<file path="config.mk">
export PLATFORM = sky130hd
export DESIGN_NAME = uart_rx_fsm
export DESIGN_NICKNAME = d
export VERILOG_FILES = /design/src/rtl/uart_rx_fsm.sv
export SDC_FILE = /design/constraint.sdc
export NUM_CORES = 1
export LEC_CHECK = 0
export CORE_MARGIN = 8
export CORE_UTILIZATION = 35
export CTS_CLUSTER_SIZE = 10
export DETAILED_ROUTE_END_ITERATION = 10
export GPL_TIMING_DRIVEN = 0
export MAX_ROUTING_LAYER = met4
export PLACE_DENSITY = 0.59
export SYNTH_ARGS = -nofsm -noshare
export SYNTH_HDL_FRONTEND = slang
export SYNTH_SLANG_ARGS = --single-unit
</file>
<file path="constraint.sdc">
create_clock -name CLK -period 3 [get_ports CLK]
set_clock_uncertainty 0.15 [all_clocks]
set_input_delay 0.6 -clock CLK [delete_from_list [all_inputs] [get_ports CLK]]
set_output_delay 0.6 -clock CLK [all_outputs]
set_load 0.01 [all_outputs]
</file>
<file path="src/rtl/uart_rx_fsm.sv">
// UART receive frame controller: start detection, per-bit edge/bit counting and
// single-cycle strobes for sampler, deserializer and checkers. Optional error
// flag outputs are enabled by defining UART_RX_ERR_FLAGS_EN.
module uart_rx_fsm #(
  parameter int DATA_WIDTH     = 8,
  parameter int PRESCALE_WIDTH = 6
) (
  input  logic                      CLK,
  input  logic                      RST,
  input  logic                      RX_IN,
  input  logic [PRESCALE_WIDTH-1:0] Prescale,
  input  logic                      PAR_EN,
  input  logic                      strt_glitch,
  input  logic                      par_err,
  input  logic                      stp_err,
  output logic [PRESCALE_WIDTH-1:0] edge_cnt,
  output logic                      dat_samp_en,
  output logic                      deser_clr,
  output logic                      deser_en,
  output logic                      strt_chk_en,
  output logic                      par_chk_en,
  output logic                      stp_chk_en,
`ifdef UART_RX_ERR_FLAGS_EN
  output logic                      parity_error,
  output logic                      framing_error,
`endif
  output logic                      data_valid
);

  localparam int PW    = PRESCALE_WIDTH;
  localparam int BIT_W = (DATA_WIDTH > 1) ? $clog2(DATA_WIDTH) : 1;
  localparam logic [BIT_W-1:0] LAST_BIT = BIT_W'(DATA_WIDTH - 1);

  typedef enum logic [2:0] {
    S_IDLE,
    S_START,
    S_DATA,
    S_PARITY,
    S_STOP,
    S_DONE
  } state_t;

  state_t           state_q, state_d;
  logic [PW-1:0]    edge_q, edge_d;
  logic [PW-1:0]    pre_q, pre_d;
  logic             par_en_q, par_en_d;
  logic [BIT_W-1:0] bit_q, bit_d;
  logic             perr_q, perr_d;
  logic             ferr_q, ferr_d;

  logic             samp_q, samp_d;
  logic             clr_q, clr_d;
  logic             den_q, den_d;
  logic             strt_q, strt_d;
  logic             parc_q, parc_d;
  logic             stpc_q, stpc_d;
  logic             dv_q, dv_d;
`ifdef UART_RX_ERR_FLAGS_EN
  logic             pflag_q, pflag_d;
  logic             fflag_q, fflag_d;
`endif

  logic [PW-1:0]    last_edge;
  logic [PW-1:0]    edge_inc;
  logic [PW-1:0]    ck_nxt;
  logic             at_last;

  // Check point CK = P/2+2 is taken from the prescale that will be in force next cycle,
  // so the strobes come out registered and aligned with edge_cnt.
  assign last_edge = pre_q - PW'(1);
  assign at_last   = (edge_q == last_edge);
  assign edge_inc  = at_last ? '0 : edge_q + PW'(1);
  assign ck_nxt    = (pre_d >> 1) + PW'(2);

  always_comb begin
    state_d  = state_q;
    edge_d   = edge_q;
    pre_d    = pre_q;
    par_en_d = par_en_q;
    bit_d    = bit_q;
    perr_d   = perr_q;
    ferr_d   = ferr_q;
    dv_d     = 1'b0;
`ifdef UART_RX_ERR_FLAGS_EN
    pflag_d  = 1'b0;
    fflag_d  = 1'b0;
`endif

    case (state_q)
      S_IDLE: begin
        edge_d = '0;
        bit_d  = '0;
        perr_d = 1'b0;
        ferr_d = 1'b0;
        if (!RX_IN) begin
          state_d  = S_START;
          edge_d   = PW'(1);
          pre_d    = Prescale;
          par_en_d = PAR_EN;
        end
      end
      S_START: begin
        edge_d = edge_inc;
        if (strt_q && strt_glitch) begin
          state_d = S_IDLE;
          edge_d  = '0;
`ifdef UART_RX_ERR_FLAGS_EN
          fflag_d = 1'b1;
`endif
        end else if (at_last) begin
          state_d = S_DATA;
          bit_d   = '0;
        end
      end
      S_DATA: begin
        edge_d = edge_inc;
        if (at_last) begin
          if (bit_q == LAST_BIT) begin
            state_d = par_en_q ? S_PARITY : S_STOP;
          end else begin
            bit_d = bit_q + BIT_W'(1);
          end
        end
      end
      S_PARITY: begin
        edge_d = edge_inc;
        if (parc_q && par_err) perr_d = 1'b1;
        if (at_last) state_d = S_STOP;
      end
      S_STOP: begin
        edge_d = edge_inc;
        // Leave right after the stop check so a following start edge is not missed.
        if (stpc_q) begin
          state_d = S_DONE;
          edge_d  = '0;
          ferr_d  = ferr_q | stp_err;
          dv_d    = !(perr_q | ferr_q | stp_err);
`ifdef UART_RX_ERR_FLAGS_EN
          pflag_d = perr_q;
          fflag_d = ferr_q | stp_err;
`endif
        end
      end
      S_DONE: begin
        edge_d = '0;
        perr_d = 1'b0;
        ferr_d = 1'b0;
        if (RX_IN) state_d = S_IDLE;
      end
      default: begin
        state_d = S_IDLE;
        edge_d  = '0;
      end
    endcase
  end

  always_comb begin
    samp_d = state_d inside {S_START, S_DATA, S_PARITY, S_STOP};
    clr_d  = (state_q == S_IDLE) && (state_d == S_START);
    strt_d = (state_d == S_START)  && (edge_d == ck_nxt);
    den_d  = (state_d == S_DATA)   && (edge_d == ck_nxt);
    parc_d = (state_d == S_PARITY) && (edge_d == ck_nxt);
    stpc_d = (state_d == S_STOP)   && (edge_d == ck_nxt);
  end

  always_ff @(posedge CLK or posedge RST) begin
    if (RST) begin
      state_q  <= S_IDLE;
      edge_q   <= '0;
      pre_q    <= '0;
      par_en_q <= 1'b0;
      bit_q    <= '0;
      perr_q   <= 1'b0;
      ferr_q   <= 1'b0;
      samp_q   <= 1'b0;
      clr_q    <= 1'b0;
      den_q    <= 1'b0;
      strt_q   <= 1'b0;
      parc_q   <= 1'b0;
      stpc_q   <= 1'b0;
      dv_q     <= 1'b0;
`ifdef UART_RX_ERR_FLAGS_EN
      pflag_q  <= 1'b0;
      fflag_q  <= 1'b0;
`endif
    end else begin
      state_q  <= state_d;
      edge_q   <= edge_d;
      pre_q    <= pre_d;
      par_en_q <= par_en_d;
      bit_q    <= bit_d;
      perr_q   <= perr_d;
      ferr_q   <= ferr_d;
      samp_q   <= samp_d;
      clr_q    <= clr_d;
      den_q    <= den_d;
      strt_q   <= strt_d;
      parc_q   <= parc_d;
      stpc_q   <= stpc_d;
      dv_q     <= dv_d;
`ifdef UART_RX_ERR_FLAGS_EN
      pflag_q  <= pflag_d;
      fflag_q  <= fflag_d;
`endif
    end
  end

  assign edge_cnt    = edge_q;
  assign dat_samp_en = samp_q;
  assign deser_clr   = clr_q;
  assign deser_en    = den_q;
  assign strt_chk_en = strt_q;
  assign par_chk_en  = parc_q;
  assign stp_chk_en  = stpc_q;
  assign data_valid  = dv_q;
`ifdef UART_RX_ERR_FLAGS_EN
  assign parity_error  = pflag_q;
  assign framing_error = fflag_q;
`endif

endmodule

</file>
==> impl_metrics.toml <==
[global_route]
grt_start_max_net_pins = 29
antenna_found_initial = 0
grt_pass1_vias = 1441
grt_pass1_wl_um = 7040
grt_util_all_layers = 0.120
grt_remaining_overflow = 0

[timing]
setup_slack_ns = 0.148
finalSetupViolCount = 0
clock.fmax_mhz = 351
final.setup.tns_ns = 0
tightest_slew_ns = 1.08
fin_crit_sh = 0.951
period_minus_slack_ns = 2.85
maxSlewHeadroom = 0.280
final_max_slew_viol_count = 0
final_hold_viol_count = 0
rsz0062_at_grt = "no"

[power]
p_leak_uw = 0.000989
max-vdd-ir-drop_mv = 0.633
finalPower_uw = 2460
power_density_nw_per_um2 = 1080

[detailed_routing]
num_vias = 1460
ant_nets = 0
drt_pass1_iterations = 4
avgRoutedWirePerCell_um = 14.2
drc = 0
vias_per_cell = 4.95
routed_wl_um = 4190
drt_iter0_markers = 124

[logic_synthesis]
yosysWarnings = 0
synthSimpleGateAreaFrac = 0.233
netlist.area_leader.share = 0.398
synth_cells = 192
synthFlopType = "dfrtp_1"
syn_area_per_cell_sq_um = 9.17
synth_area_leader_cell = "dfrtp_1"
synth-compound-area-share = 0.146
synth_mux_area_frac = 0.0426
syn_area_sq_um = 1760
synthAdderAreaFrac = 0.0355
synth_edf_count = 0
ys_seq_elements = 28
synth_cell_types = 49
synth_xor_area_frac = 0.0952
ys_seq_area_frac = 0.398
synth_top_family_by_area = "simple AND/OR/NAND/NOR gates"
async_flop_share = 1.00
synth_area_leaders = "dfrtp_1, nand2_1, xnor2_1"
synth_nets = 210

[clock_tree]
cts.sinks = 28
cts-root-buf = "clkbuf_8"
cts_tree = "yes"
clk_path_buf_depth = 2
htreeDepth = 1
cts_buffers = 3
hold_buffers = 0
clkTransAtPathRegs_ns = 0.10
clock_latency_ns = 0.28

[placement]
place_ws_ns = -0.866
dp_hpwl_um = 3100
dpl-instance-area_sq_um = 2110
io_buffers = 25
place.gp.congestion = 0.804

[die]
core_area_sq_um = 4980
num_rows = 26
initial_core_util = 0.354
die_w_um = 86.9
die_area_sq_um = 7560
die_y_um = 86.9
io_pins = 26

[setup_path]
endpoint_kind = "flip-flop"
reg2reg_to = "par_chk_en"
worst-setup-path-type = "input pin to flip-flop"
worstPathRequired_ns = 3.03
ff2ff_setup_slack_ns = 0.20
arrival_ns = 2.88
path_max_fanout = 6
start_kind = "input pin"
r2r_cells = 10
r2r-start = "pre_q[0]"

[worst_hold_path]
min_to = "data_valid"
holdCritPathClass = "flip-flop to flip-flop"
worstHoldPathCells = 1
min-delay-start = "perr_q"

[layout]
n_antenna_cell = 0
drive_gt1_frac = 0.160
syn_to_final_growth_pct = 30.1
fin_area_sq_um = 2290
final_core_util = 0.460
fin_nets = 244

[flow_run]
maxCapViolCount = 0

[outcome]
status = "completed"
worst max-delay path, stage by stage:
cell      delay, ns
clkbuf_2       0.11
or4_4          0.61
clkinv_4       0.09
mux2i_2        0.37
xnor2_4        0.17
xnor2_2        0.16
nor4_2         0.27
buf_4          0.16
a221oi_4       0.04
nor4_2         0.27
metal layers:
layer | GRT usage | vias to the layer above | part of all wire
met4 | 0.0516 | 0 | 0.011
met2 | 0.185 | 19 | 0.48
met1 | 0.155 | 704 | 0.49
li1 | - | 735 | -
met5 | - | - | 0
met3 | 0.0142 | 2 | 0.022
metrics by stage:
stage | std cells | hold slack (ns)
finish | 295 | 0.318
global route | 295 | 0.333
detailed placement | 287 | 0.300
global placement | 287 | 0.297
floorplan | 192 | 0.267
CTS | 294 | 0.316
final cells by class:
cell class	instances	area, sq um
multi-input combinational	145	1060
tap	70	87.6
clock inverter	1	30.0
clock buffer	3	41.3
buffer	6	36.3
sequential	28	701
fill	486	2690
inverter	12	50.0
timing repair buffer	30	283
power by group:
part / switching (uW) / leakage, uW / internal, uW
Combinational: 840 / 0.000589 / 694
Sequential: 136 / 0.000365 / 491
Clock: 124 / 0.0000357 / 179
Total: 1100 / 0.000989 / 1360
how the worst max path moves through the flow:
stage                     startpoint  cells after the start    endpoint  slack, ns
after global placement         RX_IN                     13  par_chk_en      -0.88
after CTS                      RX_IN                     12    deser_en       0.04
after detailed placement       RX_IN                     13  par_chk_en      -0.87
after global routing        pre_q[0]                     10  par_chk_en      0.003
after floorplan                RX_IN                     12    deser_en       0.03
final                          RX_IN                     10  par_chk_en       0.15
sequential cells by signal (all words and copies together) (netlist names):
name         cells
edge_cnt         6
pre_q            6
bit_q            3
state_q          3
dat_samp_en      1
data_valid       1
deser_clr        1
deser_en         1
ferr_q           1
par_chk_en       1
par_en_q         1
perr_q           1
stp_chk_en       1
strt_chk_en      1
kinds of logic (layout without fill, tap and decap cells):
kind of cell,count (synthesis),count (layout)
simple gates,80,80
compound gates,36,36
flops,28,28
buf+inv,19,52
xor+xnor,17,17
mux,7,7
fa+ha+maj,5,5
layout by cell type (no fill, tap or decap), types with 4 or more instances in the layout:
| master | synthesis | final |
|---|---|---|
| a21oi_1 | 8 | 7 |
| and3_1 | 4 | 4 |
| buf_4 | 0 | 5 |
| clkdlybuf4s50_1 | 0 | 24 |
| dfrtp_1 | 28 | 28 |
| ha_1 | 5 | 4 |
| inv_1 | 11 | 11 |
| mux2i_1 | 5 | 5 |
| nand2_1 | 29 | 26 |
| nand3_1 | 10 | 10 |
| nor2_1 | 12 | 12 |
| nor2b_1 | 4 | 4 |
| nor3_1 | 4 | 4 |
| o21ai_0 | 9 | 9 |
| xnor2_1 | 11 | 10 |
| xor2_1 | 5 | 5 |
repair_timing:
| action | in CTS | in global routing |
|---|---|---|
| gates resized for setup | 13 | 7 |
| pin swaps | 10 | 5 |
| gates cloned | 0 | 0 |
| setup endpoints to repair | 4 | 6 |
| setup buffers | 4 | 1 |
Yosys cell counts, types with 4 or more instances:
library cell / instances
a21oi_1: 8
and3_1: 4
dfrtp_1: 28
ha_1: 5
inv_1: 11
mux2i_1: 5
nand2_1: 29
nand3_1: 10
nor2_1: 12
nor2b_1: 4
nor3_1: 4
nor4_1: 4
o21ai_0: 9
xnor2_1: 11
xor2_1: 5
Power figures use the tool's default switching activity.
